**src/rtl/axi_vip_exdes_scoreboard.sv**
```systemverilog
// In-order AXI transaction scoreboard for the VIP example design.
// Master-side monitor reports are queued as expected entries. Each slave-side
// report is compared against the oldest entry, which is then popped.
// Match/mismatch statistics and sticky error flags are maintained alongside.
module axi_vip_exdes_scoreboard #(
  parameter int unsigned ADDR_W = 32,
  parameter int unsigned DATA_W = 32,
  parameter int unsigned ID_W   = 4,
  parameter int unsigned DEPTH  = 16
) (
  input  logic                      clk_i,
  input  logic                      rst_i,
  input  logic                      clear_i,
  // Master-side monitor (expected transactions)
  input  logic                      mst_valid_i,
  output logic                      mst_ready_o,
  input  logic                      mst_write_i,
  input  logic [ID_W-1:0]           mst_id_i,
  input  logic [ADDR_W-1:0]         mst_addr_i,
  input  logic [DATA_W-1:0]         mst_data_i,
  input  logic [1:0]                mst_resp_i,
  // Slave-side monitor (observed transactions)
  input  logic                      slv_valid_i,
  output logic                      slv_ready_o,
  input  logic                      slv_write_i,
  input  logic [ID_W-1:0]           slv_id_i,
  input  logic [ADDR_W-1:0]         slv_addr_i,
  input  logic [DATA_W-1:0]         slv_data_i,
  input  logic [1:0]                slv_resp_i,
  // Results and statistics
  output logic                      match_pulse_o,
  output logic                      mismatch_pulse_o,
  output logic [4:0]                mismatch_mask_o,
  output logic                      orphan_err_o,
  output logic                      overflow_err_o,
  output logic [ADDR_W-1:0]         first_err_addr_o,
  output logic [15:0]               match_count_o,
  output logic [15:0]               mismatch_count_o,
  output logic [$clog2(DEPTH):0]    pending_o,
  output logic                      idle_o
);

  localparam int unsigned PtrW = $clog2(DEPTH);
  localparam int unsigned CntW = PtrW + 1;
  localparam int unsigned EntW = 1 + ID_W + ADDR_W + DATA_W + 2;

  // Queue storage and pointers
  logic [EntW-1:0] mem_q [DEPTH];
  logic [PtrW-1:0] wr_ptr_q, wr_ptr_d;
  logic [PtrW-1:0] rd_ptr_q, rd_ptr_d;
  logic [CntW-1:0] count_q, count_d;

  // Result and statistics state
  logic              match_pulse_q, match_pulse_d;
  logic              mismatch_pulse_q, mismatch_pulse_d;
  logic [4:0]        mask_q, mask_d;
  logic              orphan_q, orphan_d;
  logic              overflow_q, overflow_d;
  logic [ADDR_W-1:0] first_err_q, first_err_d;
  logic [15:0]       match_cnt_q, match_cnt_d;
  logic [15:0]       mismatch_cnt_q, mismatch_cnt_d;

  logic              full, empty;
  logic              push, pop, orphan_ev, mismatch_ev;
  logic [EntW-1:0]   head;
  logic              head_write;
  logic [ID_W-1:0]   head_id;
  logic [ADDR_W-1:0] head_addr;
  logic [DATA_W-1:0] head_data;
  logic [1:0]        head_resp;
  logic [4:0]        diff;

  // Queue status and handshake decode
  always_comb begin
    full        = (count_q == CntW'(DEPTH));
    empty       = (count_q == '0);
    mst_ready_o = ~full & ~rst_i;
    slv_ready_o = 1'b1;
    // Clear discards all inputs of its cycle; reset does so via the flop reset.
    push        = mst_valid_i & mst_ready_o & ~clear_i;
    pop         = slv_valid_i & ~empty & ~clear_i;
    orphan_ev   = slv_valid_i & empty & ~clear_i;
  end

  // Show-ahead head read and field-wise comparison
  always_comb begin
    head       = mem_q[rd_ptr_q];
    head_write = head[EntW-1];
    head_id    = head[EntW-2 -: ID_W];
    head_addr  = head[2+DATA_W +: ADDR_W];
    head_data  = head[2 +: DATA_W];
    head_resp  = head[1:0];
    diff       = {head_write != slv_write_i,
                  head_id    != slv_id_i,
                  head_addr  != slv_addr_i,
                  head_data  != slv_data_i,
                  head_resp  != slv_resp_i};
    mismatch_ev = (pop & (diff != 5'b0)) | orphan_ev;
  end

  // Queue pointer and occupancy next state
  always_comb begin
    wr_ptr_d = wr_ptr_q;
    rd_ptr_d = rd_ptr_q;
    count_d  = count_q;
    if (push) begin
      wr_ptr_d = wr_ptr_q + PtrW'(1);
    end
    if (pop) begin
      rd_ptr_d = rd_ptr_q + PtrW'(1);
    end
    unique case ({push, pop})
      2'b10:   count_d = count_q + CntW'(1);
      2'b01:   count_d = count_q - CntW'(1);
      default: count_d = count_q;
    endcase
  end

  // Compare results, sticky flags and saturating statistics next state
  always_comb begin
    match_pulse_d    = pop & (diff == 5'b0);
    mismatch_pulse_d = mismatch_ev;
    mask_d           = mask_q;
    orphan_d         = orphan_q | orphan_ev;
    overflow_d       = overflow_q | (mst_valid_i & ~mst_ready_o & ~clear_i);
    first_err_d      = first_err_q;
    match_cnt_d      = match_cnt_q;
    mismatch_cnt_d   = mismatch_cnt_q;

    if (orphan_ev) begin
      mask_d = 5'b11111;
    end else if (mismatch_ev) begin
      mask_d = diff;
    end

    // A zero mismatch count means no error has been recorded yet (it saturates, never wraps).
    if (mismatch_ev && (mismatch_cnt_q == 16'h0)) begin
      first_err_d = slv_addr_i;
    end

    if (match_pulse_d && (match_cnt_q != 16'hFFFF)) begin
      match_cnt_d = match_cnt_q + 16'd1;
    end
    if (mismatch_ev && (mismatch_cnt_q != 16'hFFFF)) begin
      mismatch_cnt_d = mismatch_cnt_q + 16'd1;
    end
  end

  // Control and statistics state; reset and clear share one synchronous path
  always_ff @(posedge clk_i) begin
    if (rst_i || clear_i) begin
      wr_ptr_q         <= '0;
      rd_ptr_q         <= '0;
      count_q          <= '0;
      match_pulse_q    <= 1'b0;
      mismatch_pulse_q <= 1'b0;
      mask_q           <= '0;
      orphan_q         <= 1'b0;
      overflow_q       <= 1'b0;
      first_err_q      <= '0;
      match_cnt_q      <= '0;
      mismatch_cnt_q   <= '0;
    end else begin
      wr_ptr_q         <= wr_ptr_d;
      rd_ptr_q         <= rd_ptr_d;
      count_q          <= count_d;
      match_pulse_q    <= match_pulse_d;
      mismatch_pulse_q <= mismatch_pulse_d;
      mask_q           <= mask_d;
      orphan_q         <= orphan_d;
      overflow_q       <= overflow_d;
      first_err_q      <= first_err_d;
      match_cnt_q      <= match_cnt_d;
      mismatch_cnt_q   <= mismatch_cnt_d;
    end
  end

  // Queue payload storage; contents need no reset since occupancy gates every read
  always_ff @(posedge clk_i) begin
    if (push) begin
      mem_q[wr_ptr_q] <= {mst_write_i, mst_id_i, mst_addr_i, mst_data_i, mst_resp_i};
    end
  end

  // Output mapping
  always_comb begin
    match_pulse_o    = match_pulse_q;
    mismatch_pulse_o = mismatch_pulse_q;
    mismatch_mask_o  = mask_q;
    orphan_err_o     = orphan_q;
    overflow_err_o   = overflow_q;
    first_err_addr_o = first_err_q;
    match_count_o    = match_cnt_q;
    mismatch_count_o = mismatch_cnt_q;
    pending_o        = count_q;
    idle_o           = (count_q == '0);
  end

endmodule

```
**config.mk**
```make
export PLATFORM = sky130hd
export DESIGN_NAME = axi_vip_exdes_scoreboard
export DESIGN_NICKNAME = d
export VERILOG_FILES = /design/src/rtl/axi_vip_exdes_scoreboard.sv
export SDC_FILE = /design/constraint.sdc
export NUM_CORES = 1
export LEC_CHECK = 0
export CORE_UTILIZATION = 55
export DETAILED_ROUTE_END_ITERATION = 16
export DONT_BUFFER_PORTS = 1
export PLACE_DENSITY = 0.7
export SETUP_SLACK_MARGIN = 0.5
export SYNTH_ARGS = -nofsm -noshare
export SYNTH_HDL_FRONTEND = slang
export SYNTH_SLANG_ARGS = --single-unit
```
**constraint.sdc**
```tcl
create_clock -name clk_i -period 12.1 [get_ports clk_i]
set_input_delay 1.21 -clock clk_i [delete_from_list [all_inputs] [get_ports clk_i]]
set_output_delay 1.21 -clock clk_i [all_outputs]
set_load 0.01 [all_outputs]
```
==> flow_summary.toml <==
[run_status]
run_status = "completed"

[critical_path]
cp-end-kind = "flop"
regToRegSetupSlack_ns = 6.06
cp_data_arrival_time_ns = 6.57
endpoint = "mismatch_count_o[10]"
cp_max_fo = 125
reg2reg_to = "mismatch_count_o[10]"
cp.required_ns = 12.63
rr_worst_depth = 12
start_kind = "flop"
path_class = "flop to flop"

[power]
ir_worst_vdd_mv = 0.141
total_power_uw = 8460
power.density_mw_per_mm2 = 157
p_leak_uw = 0.0164

[sta]
rsz0062_at_grt = "false"
finalMaxSlewViolations = 0
setup_viol = 0
setup_slack_ns = 6.06
tightest_slew_ns = 1.15
period_share_pct = 49.9
finalSetupTns_ns = 0
fmax_ghz = 0.165
slew_headroom_pct = 23.0
min_period_ns = 6.04
fin_skew_ns = 0.0314
hold_violations = 0

[synthesis]
synthTopCellsByArea = "edfxtp_1 70%, mux4_2 11%, mux2i_1 3.9%, dfxtp_1 3.7%, xnor2_1 1.4%"
yosysSeqAreaShare_pct = 73.9
synth_nets = 2616
synthCells = 2456
synth_flop_cell = "edfxtp_1"
synth-edff-count = 1136
yosysUniqueCellTypes = 75
synth_top_cell_by_area = "edfxtp_1"
yosys_warnings = 0
synth_top_area_share_pct = 70.2
async_flop_share_pct = 0
syn_area_per_cell_sq_um = 19.8
synth_area_sq_mm = 0.0486
synth_seq_cells = 1226

[cells_and_area]
fin_util_pct = 61.7
seq_area_sq_mm = 0.0359
areaGrowthSynthToFinish_pct = 10.6
multi_input_comb_area_sq_mm = 0.0120
layout.nets = 2664
finalInstanceArea_sq_mm = 0.0538
layout-drive-gt1-share_pct = 20.0
fillers = 5899

[floorplanning]
num_rows = 108
fp.dieW_um = 299
core_area_sq_mm = 0.0872
initial_core_util_pct = 55.8
die_area_sq_mm = 0.0896
pin_count = 228
die_h_um = 299

[global_route]
grtUsageMet1_pct = 34.8
use_met3_pct = 5.70
first_global_vias = 24500
grt_max_degree = 141
grt_first_pass_wirelength_mm = 166
antenna_found_initial = 2
overflow = 0
use_met2_pct = 42.4
busiest_layer = "met2"
grt_usage_pct = 25.9

[cts]
cts_setup_buffers = 0
cts_tree = "done"
insertion_delay_ns = 0.70
cts-hold-fix-buffers = 0
cts_sinks = 1226
numCtsBuffers = 119
ctsResizeCount = 0
clock_path_buffers = 3
clk_pin_slew_ns = 0.06
h-tree-depth = 3
cts_root_buffer = "clkbuf_16"

[detailed_routing]
vias_per_cell = 6.39
first_pass_iters = 5
wl_mm = 115
vias = 24000
ant_nets = 0
post-route-drc-count = 0
wl_per_cell_um = 30.5
dr.first_iter.drc_count = 2483

[hold_path]
hold_depth = 2
holdCritPathClass = "flop to flop"

[flow_run]
cap_viol_max_count = 0

[place]
io_buffer_count = 0
hpwlAfterDp_mm = 64.8
gp_congestion = 0.858
place_ws_ns = 6.08
placement.cell_area_sq_mm = 0.0498
-- per-stage QoR --
stage	cells	hold slack, ns
floorplan	2456	0.468
global placement	3538	0.477
detailed placement	3538	0.493
CTS	3761	0.503
global route	3761	0.536
finish	3762	0.501
-- cell usage after synthesis, drive strengths merged (14+ instances only) --
library cell / count
edfxtp: 1136
mux4: 247
mux2i: 190
nor2: 118
buf: 93
dfxtp: 90
xnor2: 78
nand2: 59
xor2: 55
a22oi: 33
a21oi: 30
clkbuf: 27
nand3: 21
nor4: 19
and3: 18
inv: 18
nor2b: 17
nor3: 17
a22o: 16
nand4: 16
and2: 14
o21ai: 14
-- cell type report --
| class | count | area share, % |
|---|---|---|
| clock inverter | 59 | 1.18 |
| timing repair buffer | 47 | 0.749 |
| antenna | 1 | 0.00465 |
| inverter | 18 | 0.126 |
| sequential | 1226 | 66.8 |
| clock buffer | 164 | 6.21 |
| multi-input combinational | 1092 | 22.3 |
| tap | 1155 | 2.69 |
-- cells by family after synthesis --
| group | Yosys count | share of synthesized area [%] |
|---|---|---|
| xor+xnor | 133 | 2.40 |
| mux | 446 | 15.6 |
| simple gates | 333 | 3.50 |
| flops | 1226 | 73.9 |
| buf+inv | 138 | 1.76 |
| compound gates | 166 | 2.53 |
| other cells | 1 | 0.00771 |
| fa+ha+maj | 13 | 0.350 |
-- worst min-delay path by stage --
stage,start,end,slack [ns]
after floorplan,rd_ptr_q[1],flop,0.47
after global placement,rd_ptr_q[1],flop,0.48
after detailed placement,rd_ptr_q[1],flop,0.49
after CTS,rd_ptr_q[1],flop,0.50
after global routing,rd_ptr_q[1],flop,0.54
final,rd_ptr_q[1],flop,0.50
-- sequential cells by signal (all words and copies together), names as in the netlist, named ones only --
signal and flops:
mismatch_pulse_o 1, match_pulse_o 1, wr_ptr_q 4, overflow_err_o 1, mismatch_mask_o 5, rd_ptr_q 4
match_count_o 16, first_err_addr_o 32, orphan_err_o 1, mismatch_count_o 16, mem_q 1136, pending_o 5
-- where the power goes --
group | switching, uW | total, uW | internal (uW)
Sequential | 7.53 | 4650 | 4640
Clock | 1570 | 3720 | 2150
Combinational | 60.1 | 101 | 40.7
Total | 1640 | 8460 | 6830
-- worst max-delay path: stages, from the launching register on --
cell,delay (ns)
dfxtp_4,0.65
buf_12,0.72
and2_1,0.88
a22oi_1,0.22
a21oi_1,0.23
o22a_1,0.17
a41oi_1,0.13
nor4_1,0.73
nand3_1,0.40
nor4_4,0.87
nor2_1,0.34
a41oi_1,0.31
a311oi_1,0.08
-- per-layer routing --
metal	wire, um	up-vias	share of wire [%]
met3	10600	205	9.3
met5	10	-	0.0087
met1	44300	12600	39
met2	56600	1080	49
met4	3380	2	2.9
li1	-	10100	-
-- layout by cell type, fill, tap and decap left out, types with 9 or more instances in the layout --
cell type / Yosys / layout
mux4_2: 245 / 245
clkbuf_8: 0 / 17
clkbuf_1: 27 / 27
o21ai_0: 10 / 10
a221oi_1: 12 / 12
nor2_1: 117 / 104
inv_1: 18 / 17
a21oi_1: 29 / 29
xnor2_1: 78 / 78
bufinv_16: 0 / 10
nand2_1: 59 / 59
nand4_1: 15 / 15
nor3_1: 16 / 12
and3_1: 17 / 17
clkinv_2: 0 / 24
mux2_2: 9 / 9
a22o_1: 16 / 16
nor2b_1: 17 / 15
buf_4: 19 / 43
clkbuf_16: 0 / 120
and2_1: 13 / 13
nor4_1: 15 / 15
mux2i_1: 190 / 190
xor2_1: 55 / 55
dfxtp_1: 90 / 86
edfxtp_1: 1136 / 1136
nor2_4: 0 / 12
nand3_1: 21 / 21
clkinv_1: 0 / 15
ha_1: 12 / 12
a22oi_1: 32 / 32
No activity file was read; power rests on OpenSTA's default activity.
